<file path="config.mk">
export PLATFORM = sky130hd
export DESIGN_NAME = register_file_flat
export DESIGN_NICKNAME = d
export VERILOG_FILES = /design/src/rtl/register_file_if.sv /design/src/rtl/register_file.sv /design/src/flat_wrapper.sv
export SDC_FILE = /design/constraint.sdc
export NUM_CORES = 1
export LEC_CHECK = 0
export BUFFER_PORTS_ARGS = -buffer_cell sky130_fd_sc_hd__buf_4
export CAP_MARGIN = 20
export CORE_ASPECT_RATIO = 1.4
export CORE_MARGIN = 10
export CORE_UTILIZATION = 50
export CTS_BUF_LIST = sky130_fd_sc_hd__clkbuf_16
export CTS_CLUSTER_DIAMETER = 50
export DETAILED_ROUTE_END_ITERATION = 8
export GPL_ROUTABILITY_DRIVEN = 0
export PLACE_DENSITY = 0.78
export SLEW_MARGIN = 10
export SYNTH_ARGS = -nofsm -noshare
export SYNTH_HDL_FRONTEND = slang
export SYNTH_SLANG_ARGS = --single-unit
</file>
<file path="constraint.sdc">
create_clock -name clk -period 16.6 [get_ports clk]
set_input_delay 2.49 -clock clk [delete_from_list [all_inputs] [get_ports clk]]
set_output_delay 2.49 -clock clk [all_outputs]
set_load 0.005 [all_outputs]
</file>
<file path="src/rtl/register_file_if.sv">
// register_file_if: decode/writeback-side bus of the integer register file.
// master drives indices, enables and write data; slave returns both read ports.
interface register_file_if #(
    parameter int unsigned DATA_WIDTH = 32,
    parameter int unsigned ADDR_WIDTH = 4
);
    logic                  we;
    logic                  re;
    logic [ADDR_WIDTH-1:0] rs1;
    logic [ADDR_WIDTH-1:0] rs2;
    logic [ADDR_WIDTH-1:0] rd;
    logic [DATA_WIDTH-1:0] write_data;
    logic [DATA_WIDTH-1:0] read_data_1;
    logic [DATA_WIDTH-1:0] read_data_2;

    modport master (
        output we, re, rs1, rs2, rd, write_data,
        input  read_data_1, read_data_2
    );

    modport slave (
        input  we, re, rs1, rs2, rd, write_data,
        output read_data_1, read_data_2
    );
endinterface

</file>
<file path="src/rtl/register_file.sv">
// register_file: 2**ADDR_WIDTH x DATA_WIDTH integer registers, x0 reads zero, one write and two registered reads.
// Define REGISTERS_BYPASS_EN to forward same-edge write data to a matching read port.
module register_file #(
    parameter int unsigned DATA_WIDTH = 32,
    parameter int unsigned ADDR_WIDTH = 4
) (
    input  logic           clk,
    input  logic           reset,
    register_file_if.slave bus
);
    localparam int unsigned NUM_REGS = 2 ** ADDR_WIDTH;

    logic [DATA_WIDTH-1:0] regs_q [NUM_REGS];
    logic [DATA_WIDTH-1:0] regs_d [NUM_REGS];
    logic [DATA_WIDTH-1:0] rdata1_q, rdata1_d;
    logic [DATA_WIDTH-1:0] rdata2_q, rdata2_d;
    logic                  write_valid_c;

    assign write_valid_c = bus.we && (bus.rd != '0);

    // Storage next state; entry 0 is pinned to zero so it never holds data.
    always_comb begin
        regs_d = regs_q;
        if (write_valid_c) begin
            regs_d[bus.rd] = bus.write_data;
        end
        regs_d[0] = '0;
    end

    // Read ports capture only when re is high, otherwise hold.
    always_comb begin
        rdata1_d = rdata1_q;
        rdata2_d = rdata2_q;
        if (bus.re) begin
            rdata1_d = (bus.rs1 == '0) ? '0 : regs_q[bus.rs1];
            rdata2_d = (bus.rs2 == '0) ? '0 : regs_q[bus.rs2];
`ifdef REGISTERS_BYPASS_EN
            if (write_valid_c && (bus.rs1 == bus.rd)) begin
                rdata1_d = bus.write_data;
            end
            if (write_valid_c && (bus.rs2 == bus.rd)) begin
                rdata2_d = bus.write_data;
            end
`endif
        end
    end

    always_ff @(posedge clk or posedge reset) begin
        if (reset) begin
            regs_q   <= '{default: '0};
            rdata1_q <= '0;
            rdata2_q <= '0;
        end else begin
            regs_q   <= regs_d;
            rdata1_q <= rdata1_d;
            rdata2_q <= rdata2_d;
        end
    end

    assign bus.read_data_1 = rdata1_q;
    assign bus.read_data_2 = rdata2_q;
endmodule

</file>
<file path="src/flat_wrapper.sv">
// flat-port wrapper written by rule: the top's interface ports become plain ports
module register_file_flat 
#(
    parameter int unsigned DATA_WIDTH = 32,
    parameter int unsigned ADDR_WIDTH = 4
)
  (clk, reset, bus_we, bus_re, bus_rs1, bus_rs2, bus_rd, bus_write_data, bus_read_data_1, bus_read_data_2);
  register_file_if #(.DATA_WIDTH(DATA_WIDTH), .ADDR_WIDTH(ADDR_WIDTH)) bus_i ();
  input  logic clk;
  input  logic reset;
  input wire logic [$bits(bus_i.we)-1:0] bus_we;
  input wire logic [$bits(bus_i.re)-1:0] bus_re;
  input wire logic [$bits(bus_i.rs1)-1:0] bus_rs1;
  input wire logic [$bits(bus_i.rs2)-1:0] bus_rs2;
  input wire logic [$bits(bus_i.rd)-1:0] bus_rd;
  input wire logic [$bits(bus_i.write_data)-1:0] bus_write_data;
  output wire logic [$bits(bus_i.read_data_1)-1:0] bus_read_data_1;
  output wire logic [$bits(bus_i.read_data_2)-1:0] bus_read_data_2;
  assign bus_i.we = bus_we;
  assign bus_i.re = bus_re;
  assign bus_i.rs1 = bus_rs1;
  assign bus_i.rs2 = bus_rs2;
  assign bus_i.rd = bus_rd;
  assign bus_i.write_data = bus_write_data;
  assign bus_read_data_1 = bus_i.read_data_1;
  assign bus_read_data_2 = bus_i.read_data_2;
  register_file #(.DATA_WIDTH(DATA_WIDTH), .ADDR_WIDTH(ADDR_WIDTH)) u_core (.clk(clk), .reset(reset), .bus(bus_i));
endmodule
</file>
==> results.yml <==
clock_network:
  cts_root_buf: "clkbuf_16"
  cts_setup_buffers: 0
  cts-htree-levels: 2
  cts_tree: "built"
  path_clk_slew_ps: 60
  cts.sinks: 544
  cts.path.max_buffers: 3
  insertion_delay_ps: 580
  cts_hold_buffers: 0
  postCtsResizedCells: 0
  numCtsBuffers: 52
hold_path:
  holdPathStages: 2
  hp-class: "flip-flop to flip-flop"
timing:
  skew_ps: 12.47
  setup_violations: 0
  hold_violations: 0
  worst_slew_pin_slew_ps: 1177
  timing.final.crit_share_pct: 32.03
  min_period_ps: 5317
  max_freq_mhz: 188.1
  whs_ps: 493.3
  rsz0062_at_grt: "no"
  final-max-slew-violation-count: 0
  relSlewSlack_pct: 21.54
  finalSetupTns_ps: 0
  setup_ws_ps: 11280
global_route:
  grt_pass1_vias: 19370
  grt_usage_pct: 23.16
  grt_pass1_wl_um: 118500
  grt_start_max_net_pins: 200
  antenna_found_initial: 4
  grt-ovfl-total: 0
place:
  post-dp-hpwl_um: 42790
  dpl_cell_area_um2: 29200
  place_ws_ps: 10200
  dpl.cell_count: 2599
  numPortBuffers: 111
floorplanning:
  rows: 102
  die_h_um: 301
  die_w_um: 220.7
  pin_count: 112
  die_area_um2: 66440
  core_area_um2: 55640
  initial_core_util_pct: 50.68
synth:
  synth_edf_count: 0
  async_reset_ff_share_pct: 100.0
  synth_area_leaders: "dfrtp_1, mux2_2, mux4_2"
  syn-num-nets: 1967
  synth_cell_types: 45
  yosysTopAreaCell: "dfrtp_1"
  ys_top_cells_by_count: "dfrtp_1, mux2_2, mux2i_1"
  syn_area_um2: 28200
  postSynthCellCount: 1919
  ys.flop_type: "dfrtp_1"
  ys_ff_latch: 544
  synth_seq_area_share_pct: 48.27
  synth.most_common_cell: "dfrtp_1"
  synth_top_area_share_pct: 48.27
  synth_area_per_cell_um2: 14.70
  synth-warning-count: 0
detailed_routing:
  drt_wl_total_um: 77710
  routedWlPerCell_um: 28.86
  vias: 18270
  drc: 0
  antenna_left: 0
  drtIter0Drc: 1665
  firstDrtPassIters: 5
  vias_per_cell: 6.784
worst_setup_path:
  crit_type: "input port to async pin"
  cp_max_fo: 199
  reg2reg_depth: 4
  worstPathRequired_ps: 17200
  cp-end-kind: "async pin"
  critPathLaunchType: "input port"
  worstPathArrival_ps: 5920
layout:
  seq_area_um2: 13610
  fin_area_um2: 30850
  area_delta_synth_final_pct: 9.402
  instances_no_fill: 2693
  nets: 1973
  fillers: 4385
  drive_gt1_share_pct: 43.69
  fin_util_pct: 55.45
  multiInputGateArea_um2: 13500
job:
  cap_violations: 0
power_and_ir_drop:
  total_power_mw: 3.881
  p_per_area_nw_per_um2: 125.8
  power_leakage_nw: 13.27
  peakVddDrop_mv: 0.07329
status:
  status: "finished, final reports clean"
[cells by family (layout without fill, tap and decap cells)]
family | Yosys count | count (layout) | share of synthesized area [%]
multiplexers | 820 | 820 | 38.73
flip-flops | 544 | 544 | 48.27
AO/OA/AOI/OAI | 284 | 284 | 7.356
buffers and inverters | 202 | 247 | 4.224
AND/OR/NAND/NOR | 69 | 69 | 1.420
other | 0 | 1 | 0
[flip-flops by register name, indices dropped and copies added, names as in the netlist]
register / cells
u_core.regs_q: 480
u_core.bus.read_data_1: 32
u_core.bus.read_data_2: 32
[metal layers]
metal | vias to the layer above | part of all wire, % | track usage [%]
met3 | 191 | 8.2 | 4.623
met2 | 809 | 49 | 37.92
met5 | - | 0.031 | 0
li1 | 7457 | - | -
met4 | 4 | 3.7 | 8.973
met1 | 9809 | 39 | 29.70
[report_power, final]
part	switching, mW	leakage, nW	internal, mW
sequential	0.241	6.70	1.63
clock	0.514	0.842	0.655
combinational	0.326	5.73	0.512
[path summary, 6_finish.rpt]
check	from	end	slack (ps)
max	reset	u_core.regs_q[213]	11280
min in group asynchronous	reset	u_core.regs_q[329]	2140
max reg2reg	u_core.regs_q[166]	u_core.bus.read_data_1[6]	14980
min	u_core.bus.read_data_2[2]	u_core.bus.read_data_2[2]	490
min reg2reg	u_core.bus.read_data_2[2]	u_core.bus.read_data_2[2]	490
max in group clk	bus_rs2[0]	u_core.bus.read_data_2[15]	11320
[layout make-up]
| type | count | share of cell area, % |
|---|---|---|
| antenna | 1 | 0.008111 |
| clock buffer | 53 | 4.299 |
| sequential | 544 | 44.12 |
| multi-input combinational | 1173 | 43.76 |
| clock inverter | 40 | 1.026 |
| inverter | 6 | 0.08517 |
| tap | 728 | 2.952 |
| timing repair buffer | 148 | 3.743 |
[layout by cell type (no fill, tap or decap), drive strengths merged, types with 4 or more instances in the layout]
cell / instances
a2111oi: 10
a211o: 10
a211oi: 21
a21oi: 52
a221o: 32
a22oi: 42
a32oi: 51
buf: 148
bufinv: 5
clkbuf: 53
clkinv: 23
dfrtp: 544
inv: 15
mux2: 514
mux2i: 154
mux4: 152
nand2b: 36
nor2: 14
nor2b: 4
o21ai: 52
o2bb2ai: 10
[worst max-delay path, stage by stage]
cell	delay, ps
buf_4	120
clkinvlp_4	50
buf_4	570
buf_12	770
buf_12	720
buf_6	710
No activity file was read; power rests on OpenSTA's default activity.
